`src/rtl/sfx_voice_scheduler.sv`:
```
// One-shot sample voice scheduler: fetches one ROM sample per active voice on
// each sample request, mixes with saturation and presents {mix,mix} to the I2S Tx.
module sfx_voice_scheduler #(
   parameter int unsigned NUM_SRC = 4,
   parameter int unsigned WIDTH   = 16,
   parameter int unsigned ADDR_W  = 12
) (
   input  logic                        Clock,
   input  logic                        Reset,
   input  logic                        enable,
   input  logic [NUM_SRC-1:0]          trigger,
   input  logic [NUM_SRC*ADDR_W-1:0]   src_base,
   input  logic [NUM_SRC*ADDR_W-1:0]   src_len,
   input  logic                        sample_tick,
   output logic [ADDR_W-1:0]           rom_addr,
   output logic                        rom_rd,
   input  logic [WIDTH-1:0]            rom_data,
   output logic [2*WIDTH-1:0]          Tx,
   output logic                        tx_valid,
   output logic [NUM_SRC-1:0]          active,
   output logic                        overrun
);

   localparam int unsigned KW = (NUM_SRC > 1) ? $clog2(NUM_SRC) : 1;
   localparam int unsigned AW = WIDTH + $clog2(NUM_SRC) + 1;
   localparam logic [KW-1:0] K_LAST = KW'(NUM_SRC - 1);
   localparam logic signed [AW-1:0] SAT_MAX = {{(AW-WIDTH+1){1'b0}}, {(WIDTH-1){1'b1}}};
   localparam logic signed [AW-1:0] SAT_MIN = {{(AW-WIDTH+1){1'b1}}, {(WIDTH-1){1'b0}}};

   typedef enum logic [1:0] {
      S_IDLE,
      S_FETCH,
      S_DRAIN,
      S_OUT
   } state_t;

   state_t state;

   logic [ADDR_W-1:0] base_q   [NUM_SRC];
   logic [ADDR_W-1:0] len_q    [NUM_SRC];
   logic [ADDR_W-1:0] ptr_q    [NUM_SRC];
   logic [ADDR_W-1:0] base_nxt [NUM_SRC];
   logic [ADDR_W-1:0] len_nxt  [NUM_SRC];
   logic [ADDR_W-1:0] ptr_nxt  [NUM_SRC];
   logic [NUM_SRC-1:0] pending;
   logic [NUM_SRC-1:0] act_nxt;
   logic [NUM_SRC-1:0] pend_nxt;

   logic [KW-1:0]          k;
   logic [KW-1:0]          k_nxt;
   logic                   rd_prev;
   logic signed [AW-1:0]   acc;
   logic signed [AW-1:0]   data_ext;
   logic [WIDTH-1:0]       mix;
   logic                   apply_ok;
   logic                   fetch_rd;
   logic [ADDR_W-1:0]      fetch_addr;

   // Next voice state: end-of-sample advance, pending apply (wins over end clear), enable flush
   always_comb begin
      apply_ok = (state == S_IDLE) || (state == S_OUT);
      act_nxt  = active;
      pend_nxt = '0;
      for (int unsigned v = 0; v < NUM_SRC; v++) begin
         base_nxt[v] = base_q[v];
         len_nxt[v]  = len_q[v];
         ptr_nxt[v]  = ptr_q[v];
         if ((state == S_OUT) && active[v]) begin
            ptr_nxt[v] = ADDR_W'(ptr_q[v] + 1'b1);
            if (ADDR_W'(ptr_q[v] + 1'b1) == len_q[v]) begin
               act_nxt[v] = 1'b0;
            end
         end
         if (apply_ok && pending[v]) begin
            base_nxt[v] = src_base[v*ADDR_W +: ADDR_W];
            len_nxt[v]  = src_len[v*ADDR_W +: ADDR_W];
            ptr_nxt[v]  = '0;
            act_nxt[v]  = 1'b1;
         end
         pend_nxt[v] = (pending[v] && !apply_ok)
                     || (trigger[v] && (src_len[v*ADDR_W +: ADDR_W] != '0));
      end
      if (!enable) begin
         act_nxt  = '0;
         pend_nxt = '0;
      end
   end

   // Read request for the voice the FSM visits next
   always_comb begin
      k_nxt      = (state == S_IDLE) ? '0 : KW'(k + 1'b1);
      fetch_rd   = act_nxt[k_nxt];
      fetch_addr = ADDR_W'(base_nxt[k_nxt] + ptr_nxt[k_nxt]);
   end

   always_comb begin
      data_ext = {{(AW-WIDTH){rom_data[WIDTH-1]}}, rom_data};
      if (acc > SAT_MAX) begin
         mix = {1'b0, {(WIDTH-1){1'b1}}};
      end else if (acc < SAT_MIN) begin
         mix = {1'b1, {(WIDTH-1){1'b0}}};
      end else begin
         mix = acc[WIDTH-1:0];
      end
   end

   always_ff @(posedge Clock or posedge Reset) begin
      if (Reset) begin
         state    <= S_IDLE;
         k        <= '0;
         acc      <= '0;
         rd_prev  <= 1'b0;
         rom_rd   <= 1'b0;
         rom_addr <= '0;
         Tx       <= '0;
         tx_valid <= 1'b0;
         overrun  <= 1'b0;
         active   <= '0;
         pending  <= '0;
         for (int unsigned v = 0; v < NUM_SRC; v++) begin
            base_q[v] <= '0;
            len_q[v]  <= '0;
            ptr_q[v]  <= '0;
         end
      end else begin
         for (int unsigned v = 0; v < NUM_SRC; v++) begin
            base_q[v] <= base_nxt[v];
            len_q[v]  <= len_nxt[v];
            ptr_q[v]  <= ptr_nxt[v];
         end
         active   <= act_nxt;
         pending  <= pend_nxt;
         rd_prev  <= rom_rd;
         tx_valid <= 1'b0;
         overrun  <= 1'b0;
         rom_rd   <= 1'b0;
         rom_addr <= '0;

         case (state)
            S_IDLE: begin
               if (sample_tick) begin
                  state    <= S_FETCH;
                  k        <= '0;
                  acc      <= '0;
                  rom_rd   <= fetch_rd;
                  rom_addr <= fetch_addr;
               end
            end
            // Data returns one cycle after its read, so accumulation lags the read by one voice
            S_FETCH: begin
               overrun <= sample_tick;
               if (rd_prev) begin
                  acc <= acc + data_ext;
               end
               if (k == K_LAST) begin
                  state <= S_DRAIN;
               end else begin
                  k        <= k_nxt;
                  rom_rd   <= fetch_rd;
                  rom_addr <= fetch_addr;
               end
            end
            S_DRAIN: begin
               overrun <= sample_tick;
               if (rd_prev) begin
                  acc <= acc + data_ext;
               end
               state <= S_OUT;
            end
            S_OUT: begin
               overrun  <= sample_tick;
               Tx       <= enable ? {mix, mix} : '0;
               tx_valid <= 1'b1;
               state    <= S_IDLE;
            end
            default: begin
               state <= S_IDLE;
            end
         endcase
      end
   end

endmodule
```
`config.mk`:
```
export PLATFORM = sky130hd
export DESIGN_NAME = sfx_voice_scheduler
export DESIGN_NICKNAME = d
export VERILOG_FILES = /design/src/rtl/sfx_voice_scheduler.sv
export SDC_FILE = /design/constraint.sdc
export NUM_CORES = 1
export LEC_CHECK = 0
export ABC_AREA = 0
export CORE_MARGIN = 2
export CORE_UTILIZATION = 32
export DETAILED_ROUTE_END_ITERATION = 10
export GPL_TIMING_DRIVEN = 0
export PLACE_DENSITY = 0.51
export SYNTH_ARGS = -nofsm -noshare
export SYNTH_HDL_FRONTEND = slang
export SYNTH_SLANG_ARGS = --single-unit
```
`constraint.sdc`:
```
create_clock -name Clock -period 19.4 [get_ports Clock]
set_clock_uncertainty 0.05 [all_clocks]
set_input_delay 3.88 -clock Clock [delete_from_list [all_inputs] [get_ports Clock]]
set_output_delay 3.88 -clock Clock [all_outputs]
set_load 0.1 [all_outputs]
```
; ---- Word level (Yosys, flattened, before mapping)
; Index checks and enable logic that the tools add are counted.
[op_classes]
n_addsub = 7
n_lt_le_gt_ge = 4
eq_ne = 12
n_mux = 55
bitwise_logic = 1
reduce_logical = 34
[op_table]
columns = cell, n
row1 = $mux 12, 18
row2 = $add 12x1->12 const B, 4
row3 = $bmux 12 s2, 2
row4 = $eq 12x12->1, 4
row5 = $reduce_bool 12->1, 4
row6 = $mux 19, 2
row7 = $pmux 19 s2, 1
row8 = $mux 16, 2
row9 = $mux 32, 1
row10 = $pmux 12 s2, 1
row11 = $add 19x16->19, 1
row12 = $gt 19x16->1 const B, 1
row13 = $lt 19x16->1 const B, 1
row14 = $mux 1, 17
row15 = $logic_and 1x1->1, 16
row16 = $add 12x12->12, 1
row17 = $mux 2, 5
row18 = $mux 4, 2
row19 = $pmux 2 s4, 1
row20 = $eq 2x2->1 const B, 3
row21 = $ne 2x2->1 const B, 3
row22 = $reduce_and 3->1, 2
row23 = $logic_or 1x1->1, 5
row24 = $pmux 2 s2, 1
row25 = 14 further kinds, 15
[totals]
ff_bits = 223
inputBits = 120
output_inout_bits = 51
elab_cells = 136

; ---- Depth between registers and ports, before layout
; Gate-level depths: netlist of run 1.
[logic_depth]
ltp_word = 10
depth_mapped = 19
depth_no_buf = 17

; ---- Worst setup path after synthesis of run 1
; Ideal clock, no wire load.
[synth_timing]
path_type = input to register
from = input src_base[24]
to = register rom_addr[10]
setup_time_ns = 0.132
arrival_ns = 6.334
t_required_ns = 19.218
path_slack_ns = 12.884
path_stages = 14
path_cell_list = mux2_2 > nor2_1 > nor3_1 > a21o_1 > ha_1 > fa_1 > a21o_1 > a21oi_1 > nor2_1 > o21a_1 > o41ai_1 > o21ai_0 > xnor2_1 > nor2_1
[synth_via]
elab_chain_cells = 7
elab_cells_between_ends = 8
classes_between = add/sub: 1 / mux: 7
[synth_lines]
columns = element, line
row1 = start: declaration, 12  ; input logic [NUM_SRC*ADDR_W-1:0] src_base,
row2 = $mux 12 *, 74  ; if (apply_ok && pending[v]) begin
row3 = $bmux 12 s2 *, 93  ; fetch_addr = ADDR_W'(base_nxt[k_nxt] + ptr_nxt[k_nxt]);
row4 = $mux 12 (not written as such) * (2 in a row), 93
row5 = $add 12x12->12 *, 93
row6 = "$mux 12, on equally long branches", "155, 141"
row7 = $pmux 12 s2 *, 139  ; case (state)
row8 = end signal: assignment, 146  ; rom_addr <= fetch_addr;
row9 = end signal: assignment, 160  ; rom_addr <= fetch_addr;
row10 = end: declaration, 15  ; output logic [ADDR_W-1:0] rom_addr,
; Mark *: on every way between the ends. The rest lies on a longest branch, timed or not. The select of a mux whose other input is x is not followed.
; A chain may end at the register's enable or synchronous reset.

==> impl_metrics.env, run 1 <==
export IMPL_clock_sinks=207
export IMPL_grt_pass1_vias=9426
export IMPL_first_iter_violations=495
export IMPL_fp_row_count=70
export IMPL_die_height_microns=196.8
export IMPL_clk_latency_ps=530
export IMPL_hold_viol_final=0
export IMPL_dieArea_sq_um=38740
export IMPL_min_period_ps=6871
export IMPL_cts_setup_buffers=0
export IMPL_start_util_pct=32.50
export IMPL_synth_nets=1327
export IMPL_cts_tree="yes"
export IMPL_critPathSlowestCell="clkdlybuf4s50_1"
export IMPL_drc=0
export IMPL_path_cells="clkdlybuf4s50_1 > mux2_2 > nor2_1 > nor3_1 > a21o_1 > ha_1 > fa_1 > a21o_1 > a21oi_1 > nor2_1 > o21a_1 > o41ai_1 > o21ai_0 > xnor2_1 > nor2_1"
export IMPL_clkPwrFrac_pct=18.4
export IMPL_io_buffers=170
export IMPL_drt_first_pass_iters=5
export IMPL_fp_coreArea_sq_um=36610
export IMPL_internal_power_mw=1.486
export IMPL_pwr_share_seq_pct=26.2
export IMPL_p_switching_mw=1.184
export IMPL_rr_worst_depth=18
export IMPL_dp_cells=1806
export IMPL_clkSlewWorstSetupHoldPaths_ps=60
export IMPL_finalSetupViolCount=0
export IMPL_num_antenna_cells=0
export IMPL_fin_nets=1526
export IMPL_ys_ff_latch=207
export IMPL_htree_levels=1
export IMPL_wl_microns=35200
export IMPL_cp_start_kind="input pin"
export IMPL_critPathRequiredTime_ps=19740
export IMPL_path_class="in2reg"
export IMPL_regArea_sq_um=5180
export IMPL_grt_usage_pct=18.27
export IMPL_cap_violations=0
export IMPL_syn_to_final_growth_pct=26.88
export IMPL_pwr_share_comb_pct=55.4
export IMPL_cp_top_family="compound AO/OA/AOI/OAI gates"
export IMPL_cp_max_fo=3
export IMPL_cp_end_kind="flip-flop"
export IMPL_cts_resized=0
export IMPL_slew_headroom_pct=23.89
export IMPL_power_share_switching_pct=44.35
export IMPL_leakage_nw=6.217
export IMPL_tightest_slew_ps=1137
export IMPL_cts_hold_buf=0
export IMPL_grt_max_degree=115
export IMPL_yosysSeqAreaShare_pct=43.53
export IMPL_antenna_found_initial=0
export IMPL_yosys_warnings=0
export IMPL_critical_path_arrival_ps=7210
export IMPL_ioPinCount=171
export IMPL_dp_hpwl_microns=26390
export IMPL_layout_common_cells="dfrtp_1 (207), clkdlybuf4s50_1 (170), nor2_1 (125)"
export IMPL_gp_congestion=0.8489
export IMPL_vias=9344
export IMPL_cp_num_buf_inv=1
export IMPL_cts_root_buf="clkbuf_16"
export IMPL_grt_pass1_wl_microns=55120
export IMPL_postRouteAntennaNets=0
export IMPL_period_share_pct=35.42
export IMPL_multiInputGateArea_sq_um=6157
export IMPL_cts_buffers=26
export IMPL_final_common_cell="dfrtp_1"
export IMPL_finalMaxSlewViolations=0
export IMPL_yosysUniqueCellTypes=78
export IMPL_die_x_microns=196.8
export IMPL_outcome="finished, final reports clean"
export IMPL_ir_worst_vdd_uv=80.10
export IMPL_viasPerCell=5.040
export IMPL_clk_path_buf_depth=3
export IMPL_power_density_nw_per_um2=176.9
export IMPL_post_route_util_pct=41.24
export IMPL_synth_edf_count=0
export IMPL_yosys_most_used_dff="dfrtp_1"
export IMPL_crit_top_cell="nor2_1"
export IMPL_syn_area_sq_um=11900
export IMPL_wire_per_inst_microns=18.99
export IMPL_hold_path_depth=0
export IMPL_drive_gt1_share_pct=14.00
export IMPL_hold_path_class="reg2reg"
export IMPL_crit_path_max_incr_delay_ps=490
export IMPL_n_fill_cell=3624
export IMPL_finalNonFillerCells=1854
export IMPL_rsz0062_at_grt="no"
export IMPL_grt_overflow_total=0
export IMPL_async_flop_share_pct=100.0
export IMPL_fmax_mhz=145.5
export IMPL_syn_area_per_cell_sq_um=10.20
export IMPL_power_mw=2.670
export IMPL_synthCells=1167
export IMPL_cp_depth=15
export IMPL_fin_tns_setup_ps=0
[logic make-up after synthesis]
family,count (synthesis),share of synthesized area [%]
buffers and inverters,104,4.721
XOR/XNOR,119,8.885
AO/OA/AOI/OAI,201,10.94
flip-flops,207,43.53
AND/OR/NAND/NOR,380,15.98
multiplexers,116,11.61
adder cells (fa/ha/maj),40,4.332
[worst register-to-register path, cell delays in order (launching register included)]
cell	delay, ps
dfrtp_1	390
inv_1	80
ha_1	440
nor2b_1	350
clkbuf_1	650
clkbuf_1	600
buf_1	500
nor2_1	180
a21oi_1	180
a21oi_1	130
ha_1	400
o21ai_0	110
o21bai_1	200
a31oi_1	150
o21ai_0	310
nor4_1	80
nor3_1	260
xor3_1	460
nor2b_4	130
[path summary, 6_finish.rpt]
| path | slack (ps) | endpoint | start |
|---|---|---|---|
| max in group asynchronous | 14420 | len_q[14] | Reset |
| min in group asynchronous | 3880 | base_q[25] | Reset |
| worst max register to register | 13600 | rom_addr[11] | state[0] |
| worst min register to register | 370 | rd_prev | rom_rd |
| worst max-delay path | 12530 | rom_addr[10] | src_base[0] |
| worst min-delay path | 370 | rd_prev | rom_rd |
[stage by stage]
step | hold slack [ps] | cell area (sq um) | setup WS (ps)
final | 374.1 | 15100 | 12530
after floorplan | 399.8 | 11900 | 9818
after CTS | 387.4 | 15100 | 12590
after global placement | 383.5 | 14190 | 6611
after detailed placement | 370.1 | 14220 | 12040
after global routing | 397.0 | 15100 | 12410
[per-layer routing]
layer / GRT usage, % / vias to the layer above / routed length, microns
li1: - / 4523 / -
met1: 25.85 / 4572 / 16490
met2: 29.51 / 209 / 16280
met3: 2.550 / 40 / 1659
met4: 4.511 / 0 / 773
met5: 0 / - / 0
[cell type report]
cell class | instances | area share (%)
Sequential cell | 207 | 34.31
Clock inverter | 12 | 0.7708
Timing Repair Buffer | 171 | 11.45
Buffer | 70 | 2.876
Tap cell | 468 | 3.879
Inverter | 34 | 0.8951
Clock buffer | 36 | 5.031
Multi-Input combinational cell | 856 | 40.78
[power groups by stage]
stage	Combinational, mW	Clock (mW)	Sequential, mW
after CTS	1.49	0.505	0.702
after global placement	1.46	0	0.705
final	1.48	0.491	0.699
after global routing	1.61	0.521	0.720
after floorplan	0.973	0	0.836
after detailed placement	1.48	0	0.707
[synthesized netlist by cell type, drive strengths merged (8+ instances only)]
| cell type | count | share of area, % |
|---|---|---|
| xnor2 | 71 | 5.2 |
| mux2i | 12 | 1.0 |
| xor2 | 47 | 3.5 |
| nand2b | 11 | 0.58 |
| inv | 33 | 1.0 |
| o21ai | 52 | 2.2 |
| a211oi | 11 | 0.69 |
| a21o | 14 | 0.88 |
| nor3b | 9 | 0.57 |
| nor2b | 15 | 0.85 |
| nor3 | 42 | 1.8 |
| a21oi | 52 | 2.2 |
| o22ai | 16 | 0.84 |
| or3 | 11 | 0.58 |
| nor4 | 21 | 1.2 |
| nand4 | 17 | 1.1 |
| ha | 38 | 4.0 |
| mux2 | 96 | 9.1 |
| dfrtp | 207 | 44 |
| and2 | 9 | 0.49 |
| clkbuf | 42 | 1.9 |
| mux4 | 8 | 1.5 |
| nand3 | 32 | 1.4 |
| nor2 | 126 | 4.0 |
| nand2 | 68 | 2.1 |
| buf | 27 | 1.5 |
[state kept, by name, indices dropped and copies added, names as in the netlist, 4 cells and up]
register / cells
active: 4
base_q: 48
acc: 19
Tx: 16
pending: 4
ptr_q: 48
len_q: 48
rom_addr: 12
Power figures use the tool's default switching activity.
==> run 2: changes to the inputs <==
==> constraint.sdc (replaced) <==
create_clock -name Clock -period 6.7 [get_ports Clock]
set_clock_uncertainty 0.05 [all_clocks]
set_input_delay 1.34 -clock Clock [delete_from_list [all_inputs] [get_ports Clock]]
set_output_delay 1.34 -clock Clock [all_outputs]
set_load 0.1 [all_outputs]
==> impl_metrics.env, run 2 (same netlist as run 1, synthesis figures left out) <==
export IMPL_outcome="finished, final reports clean"
export IMPL_placed_cell_area_sq_um=14290
export IMPL_period_share_pct=85.60
export IMPL_num_antenna_cells=0
export IMPL_gp_congestion=0.8618
export IMPL_grt_pass1_vias=9651
export IMPL_grt_max_degree=41
export IMPL_grt_overflow_total=0
export IMPL_cts_buffers=26
export IMPL_cts_resized=0
export IMPL_drt_first_pass_iters=5
export IMPL_drive_gt1_share_pct=14.04
export IMPL_fp_row_count=70
export IMPL_n_fill_cell=3572
export IMPL_clock_sinks=207
export IMPL_drc=0
export IMPL_path_cells="inv_1 > ha_1 > and2b_2 > clkbuf_2 > buf_1 > clkbuf_1 > buf_1 > o21ai_0 > o21ai_0 > a21oi_1 > ha_1 > o21ai_0 > o21bai_1 > a31oi_1 > o21ai_0 > nor4_1 > nor3_1 > xor3_1 > nor2b_4"
export IMPL_cts_hold_buf=0
export IMPL_path_class="reg2reg"
export IMPL_crit_top_cell="o21ai_0"
export IMPL_slew_headroom_pct=21.36
export IMPL_fp_coreArea_sq_um=36610
export IMPL_critical_path_arrival_ps=6080
export IMPL_crit_path_max_incr_delay_ps=700
export IMPL_hold_path_class="reg2reg"
export IMPL_final_common_cell="dfrtp_1"
export IMPL_cp_max_fo=10
export IMPL_cap_violations=0
export IMPL_grtUsageMet2_pct=30.14
export IMPL_finalMaxSlewViolations=0
export IMPL_busiest_layer="met2"
export IMPL_dp_hpwl_microns=26770
export IMPL_grt_use_met3_pct=2.344
export IMPL_ir_worst_vdd_uv=294.3
export IMPL_postRouteAntennaNets=0
export IMPL_cp_end_kind="flip-flop"
export IMPL_cts_tree="yes"
export IMPL_cts_setup_buffers=0
export IMPL_grt_usage_pct=18.46
export IMPL_critPathSlowestCell="buf_1"
export IMPL_clkSlewWorstSetupHoldPaths_ps=60
export IMPL_io_buffers=170
export IMPL_viasPerCell=5.053
export IMPL_tightest_slew_ps=1174
export IMPL_rsz0062_at_grt="no"
export IMPL_hold_viol_final=0
export IMPL_clk_path_buf_depth=3
export IMPL_die_x_microns=196.8
export IMPL_fin_nets=1530
export IMPL_wl_microns=35350
export IMPL_fin_area_sq_um=15180
export IMPL_power_density_nw_per_um2=513.8
export IMPL_die_height_microns=196.8
export IMPL_finalSetupViolCount=0
export IMPL_syn_to_final_growth_pct=27.59
export IMPL_cp_start_kind="flip-flop"
export IMPL_vias=9383
export IMPL_leakage_nw=6.247
export IMPL_cts_root_buf="clkbuf_16"
export IMPL_start_util_pct=32.50
export IMPL_clk_latency_ps=530
export IMPL_use_met1_pct=25.96
export IMPL_min_period_ps=5735
export IMPL_top_regs="base_q x48, len_q x48, ptr_q x48"
export IMPL_critPathRequiredTime_ps=7040
export IMPL_grt_pass1_wl_microns=55660
export IMPL_dieArea_sq_um=38740
export IMPL_ioPinCount=171
export IMPL_first_iter_violations=546
export IMPL_fin_tns_setup_ps=0
export IMPL_wire_per_inst_microns=19.04
export IMPL_antenna_found_initial=0
export IMPL_layout_common_cells="dfrtp_1 (207), clkdlybuf4s50_1 (170), nor2_1 (125)"
export IMPL_fmax_mhz=174.4
export IMPL_htree_levels=1
run 2: cell count changes in the layout (fill, tap and decap cells not counted), sizes merged:
| cell | previous run | this run |
|---|---|---|
| clkbuf | 78 | 77 |
| buf | 28 | 32 |
| bufinv | 2 | 4 |
| clkinv | 10 | 7 |
| clkinvlp | 1 | 2 |
run 2: final timing paths:
check | startpoint | end | slack, ps | cells after the start
hold reg to reg | rom_rd | rd_prev | 410 | 0
hold / removal | rom_rd | rd_prev | 410 | 0
setup / recovery | state[0] | rom_addr[11] | 960 | 19
max in group asynchronous | Reset | rom_addr[0] | 4500 | 4
min in group asynchronous | Reset | Tx[28] | 1200 | 2
setup reg to reg | state[0] | rom_addr[11] | 960 | 19
run 2: critical path, delay by kind of cell (launching register included):
family,cells,cell delay [ps]
flip-flops,1,390
AND/OR/NAND/NOR,4,690
adder cells (fa/ha/maj),2,790
XOR/XNOR,1,430
buffers and inverters,5,2020
AO/OA/AOI/OAI,7,1220
run 2: report_power, final:
group	total (mW)	internal [mW]	leakage [nW]	switching, mW
sequential	2.02	1.71	2.65	0.314
combinational	4.31	1.73	3.16	2.58
clock	1.46	0.911	0.439	0.553
total	7.80	4.35	6.25	3.45
run 2: layout make-up:
class | count | area [sq um] | share of cell area, %
Clock buffer | 35 | 725.7 | 4.780
Tap cell | 468 | 585.6 | 3.857
Timing Repair Buffer | 175 | 1802 | 11.87
Buffer | 70 | 434.2 | 2.860
Inverter | 34 | 131.4 | 0.8653
Sequential cell | 207 | 5180 | 34.12
Clock inverter | 12 | 166.4 | 1.096
Multi-Input combinational cell | 856 | 6157 | 40.56
run 2: per-stage QoR:
step,instances,hold WS (ps),power [mW],util [%],worst slack [ps]
finish,1857,407.9,7.800,41.47,964.5
global route,1857,405.2,8.339,41.47,512.0
CTS,1857,400.5,7.873,41.47,894.0
detailed placement,1810,371.3,6.354,39.03,922.8
global placement,1805,383.6,6.303,38.76,756.9
floorplan,1167,399.8,5.239,-,2325
run 2: per-layer routing:
metal | share of wire [%] | wire, microns
met5 | 0 | 0
met4 | 2.4 | 851
met3 | 4.5 | 1608
met2 | 46 | 16290
met1 | 47 | 16600
==> run 3: changes to the inputs <==
--- a/config.mk
+++ b/config.mk
@@ -8,6 +8,7 @@
 export ABC_AREA = 0
 export CORE_MARGIN = 2
 export CORE_UTILIZATION = 32
+export CTS_CLUSTER_SIZE = 16
 export DETAILED_ROUTE_END_ITERATION = 10
 export GPL_TIMING_DRIVEN = 0
 export PLACE_DENSITY = 0.51
==> impl_metrics.env, run 3 (same netlist as run 1, synthesis figures left out) <==
export IMPL_cp_end_kind="flip-flop"
export IMPL_drive_gt1_share_pct=14.11
export IMPL_tightest_slew_ps=1202
export IMPL_rr_worst_depth=19
export IMPL_post_route_util_pct=41.43
export IMPL_hold_path_class="reg2reg"
export IMPL_fp_row_count=70
export IMPL_power_density_nw_per_um2=512.8
export IMPL_htree_levels=1
export IMPL_placed_cell_area_sq_um=14290
export IMPL_cts_buffers=26
export IMPL_grt_usage_pct=18.48
export IMPL_worstHoldEndpoint="rd_prev"
export IMPL_rsz0062_at_grt="no"
export IMPL_n_fill_cell=3574
export IMPL_grt_overflow_total=0
export IMPL_regToRegStartpoint="state[0]"
export IMPL_dp_hpwl_microns=26770
export IMPL_min_period_ps=5682
export IMPL_cp_start_kind="flip-flop"
export IMPL_start_util_pct=32.50
export IMPL_clk_latency_ps=540
export IMPL_slew_headroom_pct=19.49
export IMPL_drc=0
export IMPL_layout_common_cells="dfrtp_1 (207), clkdlybuf4s50_1 (170), nor2_1 (125)"
export IMPL_period_share_pct=84.81
export IMPL_gp_congestion=0.8618
export IMPL_clk_path_buf_depth=3
export IMPL_fp_coreArea_sq_um=36610
export IMPL_r2r_setup_slack_ps=1020
export IMPL_wire_per_inst_microns=19.07
export IMPL_clock_sinks=207
export IMPL_first_iter_violations=521
export IMPL_top_regs="base_q x48, len_q x48, ptr_q x48"
export IMPL_finalMaxSlewViolations=0
export IMPL_power_mw=7.778
export IMPL_fin_nets=1530
export IMPL_dieArea_sq_um=38740
export IMPL_finalSetupViolCount=0
export IMPL_drt_first_pass_iters=5
export IMPL_cp_max_fo=10
export IMPL_cts_root_buf="clkbuf_16"
export IMPL_wl_microns=35420
export IMPL_grt_pass1_vias=9645
export IMPL_die_x_microns=196.8
export IMPL_postRouteAntennaNets=0
export IMPL_hold_path_depth=0
export IMPL_cts_tree="yes"
export IMPL_fmax_mhz=176.0
export IMPL_vias=9383
export IMPL_cap_violations=0
export IMPL_cts_resized=0
export IMPL_clkSlewWorstSetupHoldPaths_ps=60
export IMPL_fin_tns_setup_ps=0
export IMPL_num_antenna_cells=0
export IMPL_min_from="rom_rd"
export IMPL_path_class="reg2reg"
export IMPL_critPathRequiredTime_ps=7050
export IMPL_grt_pass1_wl_microns=55720
export IMPL_leakage_nw=6.243
export IMPL_cts_hold_buf=0
export IMPL_cts_setup_buffers=0
export IMPL_die_height_microns=196.8
export IMPL_final_common_cell="dfrtp_1"
export IMPL_fin_area_sq_um=15170
export IMPL_syn_to_final_growth_pct=27.47
export IMPL_startpoint="state[0]"
export IMPL_outcome="finished, final reports clean"
export IMPL_ir_worst_vdd_uv=343.3
export IMPL_ioPinCount=171
export IMPL_io_buffers=170
export IMPL_r2r_end="rom_addr[11]"
export IMPL_hold_viol_final=0
export IMPL_antenna_found_initial=0
export IMPL_grt_max_degree=41
export IMPL_critical_path_arrival_ps=6030
export IMPL_viasPerCell=5.053
## run 3: cell types whose count changed in the layout (fill, tap and decap cells not counted)
cell	before	now
clkinv_2	6	7
bufinv_16	4	3
clkbuf_8	9	10
clkbuf_1	40	39
## run 3: report_power, final
| part | total [mW] | switching, mW | internal (mW) | leakage [nW] |
|---|---|---|---|---|
| Sequential | 2.02 | 0.313 | 1.71 | 2.65 |
| Clock | 1.45 | 0.563 | 0.883 | 0.435 |
| Combinational | 4.31 | 2.58 | 1.73 | 3.16 |
| Total | 7.78 | 3.45 | 4.32 | 6.24 |
## run 3: per-stage QoR
| stage | setup WS, ps | hold slack [ps] | cells |
|---|---|---|---|
| 2_1_floorplan | 2325 | 399.8 | 1167 |
| 3_3_place_gp | 756.9 | 383.6 | 1805 |
| 3_5_place_dp | 922.8 | 371.3 | 1810 |
| 4_1_cts | 895.9 | 397.2 | 1857 |
| 5_1_grt | 522.8 | 401.4 | 1857 |
| 6_report | 1018 | 399.0 | 1857 |
## run 3: worst max-delay path by stage
stage	end	slack [ps]	cells past startpoint
global route	rom_addr[11]	520	19
finish	rom_addr[11]	1020	19
floorplan	rom_addr[10]	2320	18
global placement	len_q[25]	760	2
CTS	rom_addr[10]	900	18
detailed placement	rom_addr[10]	920	18
## run 3: layout make-up
type | count | area (sq um) | share of cell area [%]
plain buffers | 70 | 434.2 | 2.863
repair buffers | 175 | 1802 | 11.88
multi-input cells | 856 | 6157 | 40.60
clock buffers | 35 | 735.7 | 4.851
clock inverters | 12 | 141.4 | 0.9322
flip-flops and latches | 207 | 5180 | 34.15
well taps | 468 | 585.6 | 3.861
inverters | 34 | 131.4 | 0.8662
## run 3: worst max-delay path, stage by stage (launching register included)
cell and delay, ps:
dfrtp_1 390, inv_1 80, ha_1 430, and2b_2 260, clkbuf_2 270, buf_1 700
clkbuf_1 400, buf_1 540, nor3_1 140, a21oi_1 140, a21oi_1 120, ha_1 400
o21ai_0 120, o21bai_1 190, a31oi_1 140, o21ai_0 310, nor4_1 80, nor3_1 210
xor3_1 430, nor2b_4 130
## run 3: per-layer routing
layer / wire, microns / GRT usage (%) / vias to the layer above
li1: - / - / 4552
met1: 16800 / 26.02 / 4562
met2: 16310 / 30.28 / 226
met3: 1587 / 2.430 / 43
met4: 728 / 4.316 / 0
met5: 0 / 0 / -
